`src/rtl/bus_fifo_pkg.sv`:
```
// Shared encodings and sizing helpers for the bus port FIFO bank.
package bus_fifo_pkg;

  typedef enum logic {
    OVF_DROP      = 1'b0,
    OVF_OVERWRITE = 1'b1
  } ovf_mode_e;

  // Occupancy needs one extra bit so that a full FIFO (count == depth) is representable.
  function automatic int cnt_w(input int depth);
    return $clog2(depth) + 1;
  endfunction

endpackage

```
`src/rtl/bus_port_fifo_bank_if.sv`:
```
// Agent/bus-side signal bundle of the FIFO bank; slice i of every vector belongs to port i.
interface bus_port_fifo_bank_if
  import bus_fifo_pkg::*;
#(
  parameter int drvrs   = 4,
  parameter int pckg_sz = 16,
  parameter int depth   = 8
);
  localparam int CW = cnt_w(depth);

  logic [drvrs-1:0]               ag_wr;
  logic [drvrs-1:0][pckg_sz-1:0]  ag_din;
  logic [drvrs-1:0]               ag_rd;
  logic [drvrs-1:0][pckg_sz-1:0]  ag_dout;
  logic [drvrs-1:0]               ag_full;
  logic [drvrs-1:0]               ag_empty;
  logic [drvrs-1:0]               pndng;
  logic [drvrs-1:0][pckg_sz-1:0]  D_pop;
  logic [drvrs-1:0]               pop;
  logic [drvrs-1:0]               push;
  logic [drvrs-1:0][pckg_sz-1:0]  D_push;
  logic [drvrs-1:0][CW-1:0]       tx_cnt;
  logic [drvrs-1:0][CW-1:0]       rx_cnt;
  logic [2*drvrs-1:0]             ovf;
  logic [2*drvrs-1:0]             udf;
  logic                           err_clr;

  modport slave (
    input  ag_wr, ag_din, ag_rd, pop, push, D_push, err_clr,
    output ag_dout, ag_full, ag_empty, pndng, D_pop, tx_cnt, rx_cnt, ovf, udf
  );

  modport master (
    output ag_wr, ag_din, ag_rd, pop, push, D_push, err_clr,
    input  ag_dout, ag_full, ag_empty, pndng, D_pop, tx_cnt, rx_cnt, ovf, udf
  );

endinterface

```
`src/rtl/sync_fifo_fwft.sv`:
```
// Single-clock first-word-fall-through FIFO; full/empty derive from the count register only.
module sync_fifo_fwft
  import bus_fifo_pkg::*;
#(
  parameter int        pckg_sz  = 16,
  parameter int        depth    = 8,
  parameter ovf_mode_e ovf_mode = OVF_DROP,
  localparam int       AW       = $clog2(depth),
  localparam int       CW       = cnt_w(depth)
) (
  input  logic               clk,
  input  logic               reset,
  input  logic               wr,
  input  logic [pckg_sz-1:0] din,
  input  logic               rd,
  output logic [pckg_sz-1:0] dout,
  output logic               full,
  output logic               empty,
  output logic [CW-1:0]      cnt,
  output logic               ovf_pulse,
  output logic               udf_pulse
);
  localparam bit OVW = (ovf_mode == OVF_OVERWRITE);

  logic [depth-1:0][pckg_sz-1:0] mem_q, mem_d;
  logic [AW-1:0]                 wr_ptr_q, wr_ptr_d, rd_ptr_q, rd_ptr_d;
  logic [CW-1:0]                 cnt_q, cnt_d;
  logic                          do_wr, do_rd;

  always_comb begin
    full      = (cnt_q == CW'(depth));
    empty     = (cnt_q == '0);
    // A concurrent read frees the slot, so a write into a full FIFO only overflows without one.
    do_wr     = wr & (~full | rd | OVW);
    do_rd     = (rd & ~empty) | (wr & full & ~rd & OVW);
    ovf_pulse = wr & full & ~rd;
    udf_pulse = rd & empty;
    mem_d     = mem_q;
    wr_ptr_d  = wr_ptr_q;
    rd_ptr_d  = rd_ptr_q;
    if (do_wr) begin
      mem_d[wr_ptr_q] = din;
      wr_ptr_d        = wr_ptr_q + AW'(1);
    end
    if (do_rd) rd_ptr_d = rd_ptr_q + AW'(1);
    cnt_d = cnt_q + CW'(do_wr) - CW'(do_rd);
  end

  always_ff @(posedge clk or posedge reset) begin
    if (reset) begin
      mem_q    <= '0;
      wr_ptr_q <= '0;
      rd_ptr_q <= '0;
      cnt_q    <= '0;
    end else begin
      mem_q    <= mem_d;
      wr_ptr_q <= wr_ptr_d;
      rd_ptr_q <= rd_ptr_d;
      cnt_q    <= cnt_d;
    end
  end

  assign dout = mem_q[rd_ptr_q];
  assign cnt  = cnt_q;

endmodule

```
`src/rtl/bus_port_fifo_bank.sv`:
```
// Bank of per-port TX/RX FIFO pairs between the bus agents and the arbiter, with sticky error flags.
module bus_port_fifo_bank
  import bus_fifo_pkg::*;
#(
  parameter int        drvrs    = 4,
  parameter int        pckg_sz  = 16,
  parameter int        depth    = 8,
  parameter ovf_mode_e ovf_mode = OVF_DROP
) (
  input  logic                 clk,
  input  logic                 reset,
  bus_port_fifo_bank_if.slave  bus
);
  logic [drvrs-1:0]   tx_empty, rx_full_unused;
  logic [2*drvrs-1:0] ovf_p, udf_p;
  logic [2*drvrs-1:0] ovf_q, ovf_d, udf_q, udf_d;

  for (genvar i = 0; i < drvrs; i++) begin : g_port
    sync_fifo_fwft #(.pckg_sz(pckg_sz), .depth(depth), .ovf_mode(ovf_mode)) u_tx (
      .clk(clk), .reset(reset),
      .wr(bus.ag_wr[i]), .din(bus.ag_din[i]),
      .rd(bus.pop[i]),   .dout(bus.D_pop[i]),
      .full(bus.ag_full[i]), .empty(tx_empty[i]), .cnt(bus.tx_cnt[i]),
      .ovf_pulse(ovf_p[i]), .udf_pulse(udf_p[i])
    );

    sync_fifo_fwft #(.pckg_sz(pckg_sz), .depth(depth), .ovf_mode(ovf_mode)) u_rx (
      .clk(clk), .reset(reset),
      .wr(bus.push[i]),  .din(bus.D_push[i]),
      .rd(bus.ag_rd[i]), .dout(bus.ag_dout[i]),
      .full(rx_full_unused[i]), .empty(bus.ag_empty[i]), .cnt(bus.rx_cnt[i]),
      .ovf_pulse(ovf_p[drvrs+i]), .udf_pulse(udf_p[drvrs+i])
    );

    assign bus.pndng[i] = ~tx_empty[i];
  end

  // Clear wins over a same-cycle set so software never sees a stale flag after clearing.
  always_comb begin
    ovf_d = ovf_q | ovf_p;
    udf_d = udf_q | udf_p;
    if (bus.err_clr) begin
      ovf_d = '0;
      udf_d = '0;
    end
  end

  always_ff @(posedge clk or posedge reset) begin
    if (reset) begin
      ovf_q <= '0;
      udf_q <= '0;
    end else begin
      ovf_q <= ovf_d;
      udf_q <= udf_d;
    end
  end

  assign bus.ovf = ovf_q;
  assign bus.udf = udf_q;

endmodule
```
`src/flat_wrapper.sv`:
```
// flat-port wrapper written by rule: the top's interface ports become plain ports
module bus_port_fifo_bank_flat import bus_fifo_pkg::*;
#(
  parameter int        drvrs    = 4,
  parameter int        pckg_sz  = 16,
  parameter int        depth    = 8,
  parameter ovf_mode_e ovf_mode = OVF_DROP
)
  (clk, reset, bus_ag_wr, bus_ag_din, bus_ag_rd, bus_pop, bus_push, bus_D_push, bus_err_clr, bus_ag_dout, bus_ag_full, bus_ag_empty, bus_pndng, bus_D_pop, bus_tx_cnt, bus_rx_cnt, bus_ovf, bus_udf);
  bus_port_fifo_bank_if #(.drvrs(drvrs), .pckg_sz(pckg_sz), .depth(depth)) bus_i ();
  input  logic clk;
  input  logic reset;
  input wire logic [$bits(bus_i.ag_wr)-1:0] bus_ag_wr;
  input wire logic [$bits(bus_i.ag_din)-1:0] bus_ag_din;
  input wire logic [$bits(bus_i.ag_rd)-1:0] bus_ag_rd;
  input wire logic [$bits(bus_i.pop)-1:0] bus_pop;
  input wire logic [$bits(bus_i.push)-1:0] bus_push;
  input wire logic [$bits(bus_i.D_push)-1:0] bus_D_push;
  input wire logic [$bits(bus_i.err_clr)-1:0] bus_err_clr;
  output wire logic [$bits(bus_i.ag_dout)-1:0] bus_ag_dout;
  output wire logic [$bits(bus_i.ag_full)-1:0] bus_ag_full;
  output wire logic [$bits(bus_i.ag_empty)-1:0] bus_ag_empty;
  output wire logic [$bits(bus_i.pndng)-1:0] bus_pndng;
  output wire logic [$bits(bus_i.D_pop)-1:0] bus_D_pop;
  output wire logic [$bits(bus_i.tx_cnt)-1:0] bus_tx_cnt;
  output wire logic [$bits(bus_i.rx_cnt)-1:0] bus_rx_cnt;
  output wire logic [$bits(bus_i.ovf)-1:0] bus_ovf;
  output wire logic [$bits(bus_i.udf)-1:0] bus_udf;
  assign bus_i.ag_wr = bus_ag_wr;
  assign bus_i.ag_din = bus_ag_din;
  assign bus_i.ag_rd = bus_ag_rd;
  assign bus_i.pop = bus_pop;
  assign bus_i.push = bus_push;
  assign bus_i.D_push = bus_D_push;
  assign bus_i.err_clr = bus_err_clr;
  assign bus_ag_dout = bus_i.ag_dout;
  assign bus_ag_full = bus_i.ag_full;
  assign bus_ag_empty = bus_i.ag_empty;
  assign bus_pndng = bus_i.pndng;
  assign bus_D_pop = bus_i.D_pop;
  assign bus_tx_cnt = bus_i.tx_cnt;
  assign bus_rx_cnt = bus_i.rx_cnt;
  assign bus_ovf = bus_i.ovf;
  assign bus_udf = bus_i.udf;
  bus_port_fifo_bank #(.drvrs(drvrs), .pckg_sz(pckg_sz), .depth(depth), .ovf_mode(ovf_mode)) u_core (.clk(clk), .reset(reset), .bus(bus_i));
endmodule
```
`config.mk`:
```
export PLATFORM = sky130hd
export DESIGN_NAME = bus_port_fifo_bank_flat
export DESIGN_NICKNAME = d
export VERILOG_FILES = /design/src/rtl/bus_fifo_pkg.sv /design/src/rtl/bus_port_fifo_bank_if.sv /design/src/rtl/sync_fifo_fwft.sv /design/src/rtl/bus_port_fifo_bank.sv /design/src/flat_wrapper.sv
export SDC_FILE = /design/constraint.sdc
export NUM_CORES = 2
export LEC_CHECK = 0
export ABC_CLOCK_PERIOD_IN_PS = 7400
export CAP_MARGIN = 20
export CORE_MARGIN = 10
export CORE_UTILIZATION = 30
export DETAILED_ROUTE_END_ITERATION = 10
export DONT_BUFFER_PORTS = 1
export GPL_ROUTABILITY_DRIVEN = 0
export HOLD_SLACK_MARGIN = 0.12
export PLACE_DENSITY = 0.56
export SYNTH_ARGS = -nofsm -noshare
export SYNTH_HDL_FRONTEND = slang
export SYNTH_HIERARCHICAL = 1
export SYNTH_SLANG_ARGS = --single-unit
export TNS_END_PERCENT = 10
```
`constraint.sdc`:
```
create_clock -name clk -period 7.4 [get_ports clk]
set_input_delay 0.74 -clock clk [delete_from_list [all_inputs] [get_ports clk]]
set_output_delay 0.74 -clock clk [all_outputs]
set_load 0.05 [all_outputs]
```
==> results.cfg <==
[outcome]
status = completed

[min_path]
hold_class = input port to flip-flop

[setup_path]
arrival_ps = 2910
worst_r2r_path_depth = 4
cp-endpoint = bus_ag_dout[40]
crit_type = flip-flop to output port
cp-end-kind = output port
rrSetupSlack_ps = 4160
reg2reg_from = u_core/g_port[3].u_rx/cnt[3]
critPathLaunchType = flip-flop
required_ps = 6660
crit_fanout = 20
regToRegEndpoint = u_core/g_port[3].u_rx/mem_q[45]
cp-startpoint = u_core/g_port[2].u_rx/rd_ptr_q[0]

[sta]
timing.final.crit_share = 0.4928
rsz0062_at_grt = no
tns_ps = 0
relSlewSlack = 0.2496
clock_skew_ps = 37.53
timing.fmax_mhz = 274.2
finalMaxSlewViolations = 0
period_needed_ps = 3646
finalSetupViolCount = 0
whs_ps = 211.0
worst_pin_slew_ps = 1126
hold_viol = 0

[route]
viasPerCell = 4.768
antenna_left = 0
drc = 0
vias = 27330
first_iter_violations = 1426
wl_per_cell_um = 22.84
firstDrtPassIters = 4
drt-total-wl_mm = 131.0

[cells_and_area]
drive_above_1_share = 0.5292
final_common_cell = dfrtp_1
area_growth_pct = 15.62
fill_cells = 16720
fin_util = 0.3495
nNetsFinal = 3505
layout_common_cells = 1104 x dfrtp_1, 957 x mux2_2, 256 x mux4_2
stdcell_area_sq_um = 60890

[yosys]
synth_cells = 3116
synth_area_per_cell_sq_um = 16.90
synth_warnings = 6
syn_area_sq_um = 52660
syn_nets = 3335

[global_route]
grt_max_degree = 82
grt-ovfl-total = 0
antenna_found_initial = 24
grt_pass1_wl_mm = 198.5
track_usage = 0.1345
first_global_vias = 29530

[floorplan]
die_h_um = 439.0
io_pins = 335
fp.dieW_um = 439.0
coreArea_sq_um = 174200
initial_core_util = 0.3023
row_count = 153
dieArea_sq_um = 192700

[clock_network]
clk_pin_slew_worst_paths_ps = 60
cts-htree-levels = 4
post_cts_resized = 0
cts_setup_buffers = 0
root_buffer = clkbuf_16
insertion_delay_ps = 780
hold_buffers = 145
cts_made_buffers = 132
clockBufferDepth = 3
tritoncts = yes
clock_sinks = 1120

[placed_design]
io_buffer_count = 0
dp_hpwl_mm = 82.61
placed_area_sq_um = 54860

[pwr]
leakagePower_nw = 25.85
peakVddDrop_v = 0.0003020
cellPowerDensity_nw_per_um2 = 532.9

[flow_run]
cap_violations = 0
## registers in the layout, indices dropped and copies added (netlist names)
signal	cells
u_core/g_port.u_rx/mem_q	512
u_core/g_port.u_tx/mem_q	512
u_core/g_port.u_rx/cnt	16
u_core/g_port.u_tx/cnt	16
u_core/g_port.u_rx/rd_ptr_q	12
u_core/g_port.u_rx/wr_ptr_q	12
u_core/g_port.u_tx/rd_ptr_q	12
u_core/g_port.u_tx/wr_ptr_q	12
u_core/bus.ovf	8
u_core/bus.udf	8
## per-layer routing
| layer | GRT usage | vias up | share of wire |
|---|---|---|---|
| met5 | 0 | - | 0.00021 |
| met4 | 0.04965 | 4 | 0.034 |
| met3 | 0.03120 | 217 | 0.040 |
| met2 | 0.2252 | 410 | 0.50 |
| met1 | 0.1688 | 14730 | 0.43 |
| li1 | - | 11970 | - |
## per-stage QoR
step	worst slack [ps]	power (mW)	std cells
after floorplan	2964	23.10	3116
after global placement	4144	25.72	5326
after detailed placement	4076	26.02	5329
after CTS	3578	33.06	5714
after global routing	3553	34.27	5727
final	3754	32.45	5733
## report_power, final
| part | switching [mW] | leakage (nW) | total, mW | internal (mW) |
|---|---|---|---|---|
| clock network | 2.66 | 2.19 | 6.66 | 4.00 |
| logic | 7.53 | 10.2 | 14.2 | 6.65 |
| registers | 2.38 | 13.4 | 11.6 | 9.22 |
## layout make-up
| type | count | area (sq um) | share of cell area |
|---|---|---|---|
| sequential | 1120 | 28050 | 0.4606 |
| multi-input combinational | 1747 | 23030 | 0.3783 |
| clock buffer | 192 | 3872 | 0.06360 |
| tap | 2325 | 2909 | 0.04778 |
| timing repair buffer | 222 | 2120 | 0.03481 |
| clock inverter | 48 | 591.8 | 0.009720 |
| inverter | 63 | 276.5 | 0.004541 |
| antenna | 16 | 40.04 | 0.0006576 |
## worst max-delay path, cell delays in order, from the launching register on
cell,delay (ps)
dfrtp_2,690
buf_4,450
mux4_2,570
mux2_2,420
## how the worst min path moves through the flow
stage	start	endpoint	slack, ps	cells after the start
4_1_cts	bus_push[2]	u_core/g_port[2].u_rx/wr_ptr_q[0]	120	2
2_1_floorplan	u_core/g_port[0].u_rx/mem_q[90]	u_core/g_port[0].u_rx/mem_q[90]	450	1
6_report	bus_ag_rd[1]	u_core/g_port[1].u_rx/rd_ptr_q[0]	210	2
5_1_grt	bus_ag_wr[3]	u_core/bus.ovf[3]	160	2
3_5_place_dp	u_core/g_port[3].u_rx/mem_q[90]	u_core/g_port[3].u_rx/mem_q[90]	470	1
3_3_place_gp	u_core/g_port[0].u_tx/mem_q[91]	u_core/g_port[0].u_tx/mem_q[91]	460	1
No activity file was read; power rests on OpenSTA's default activity.
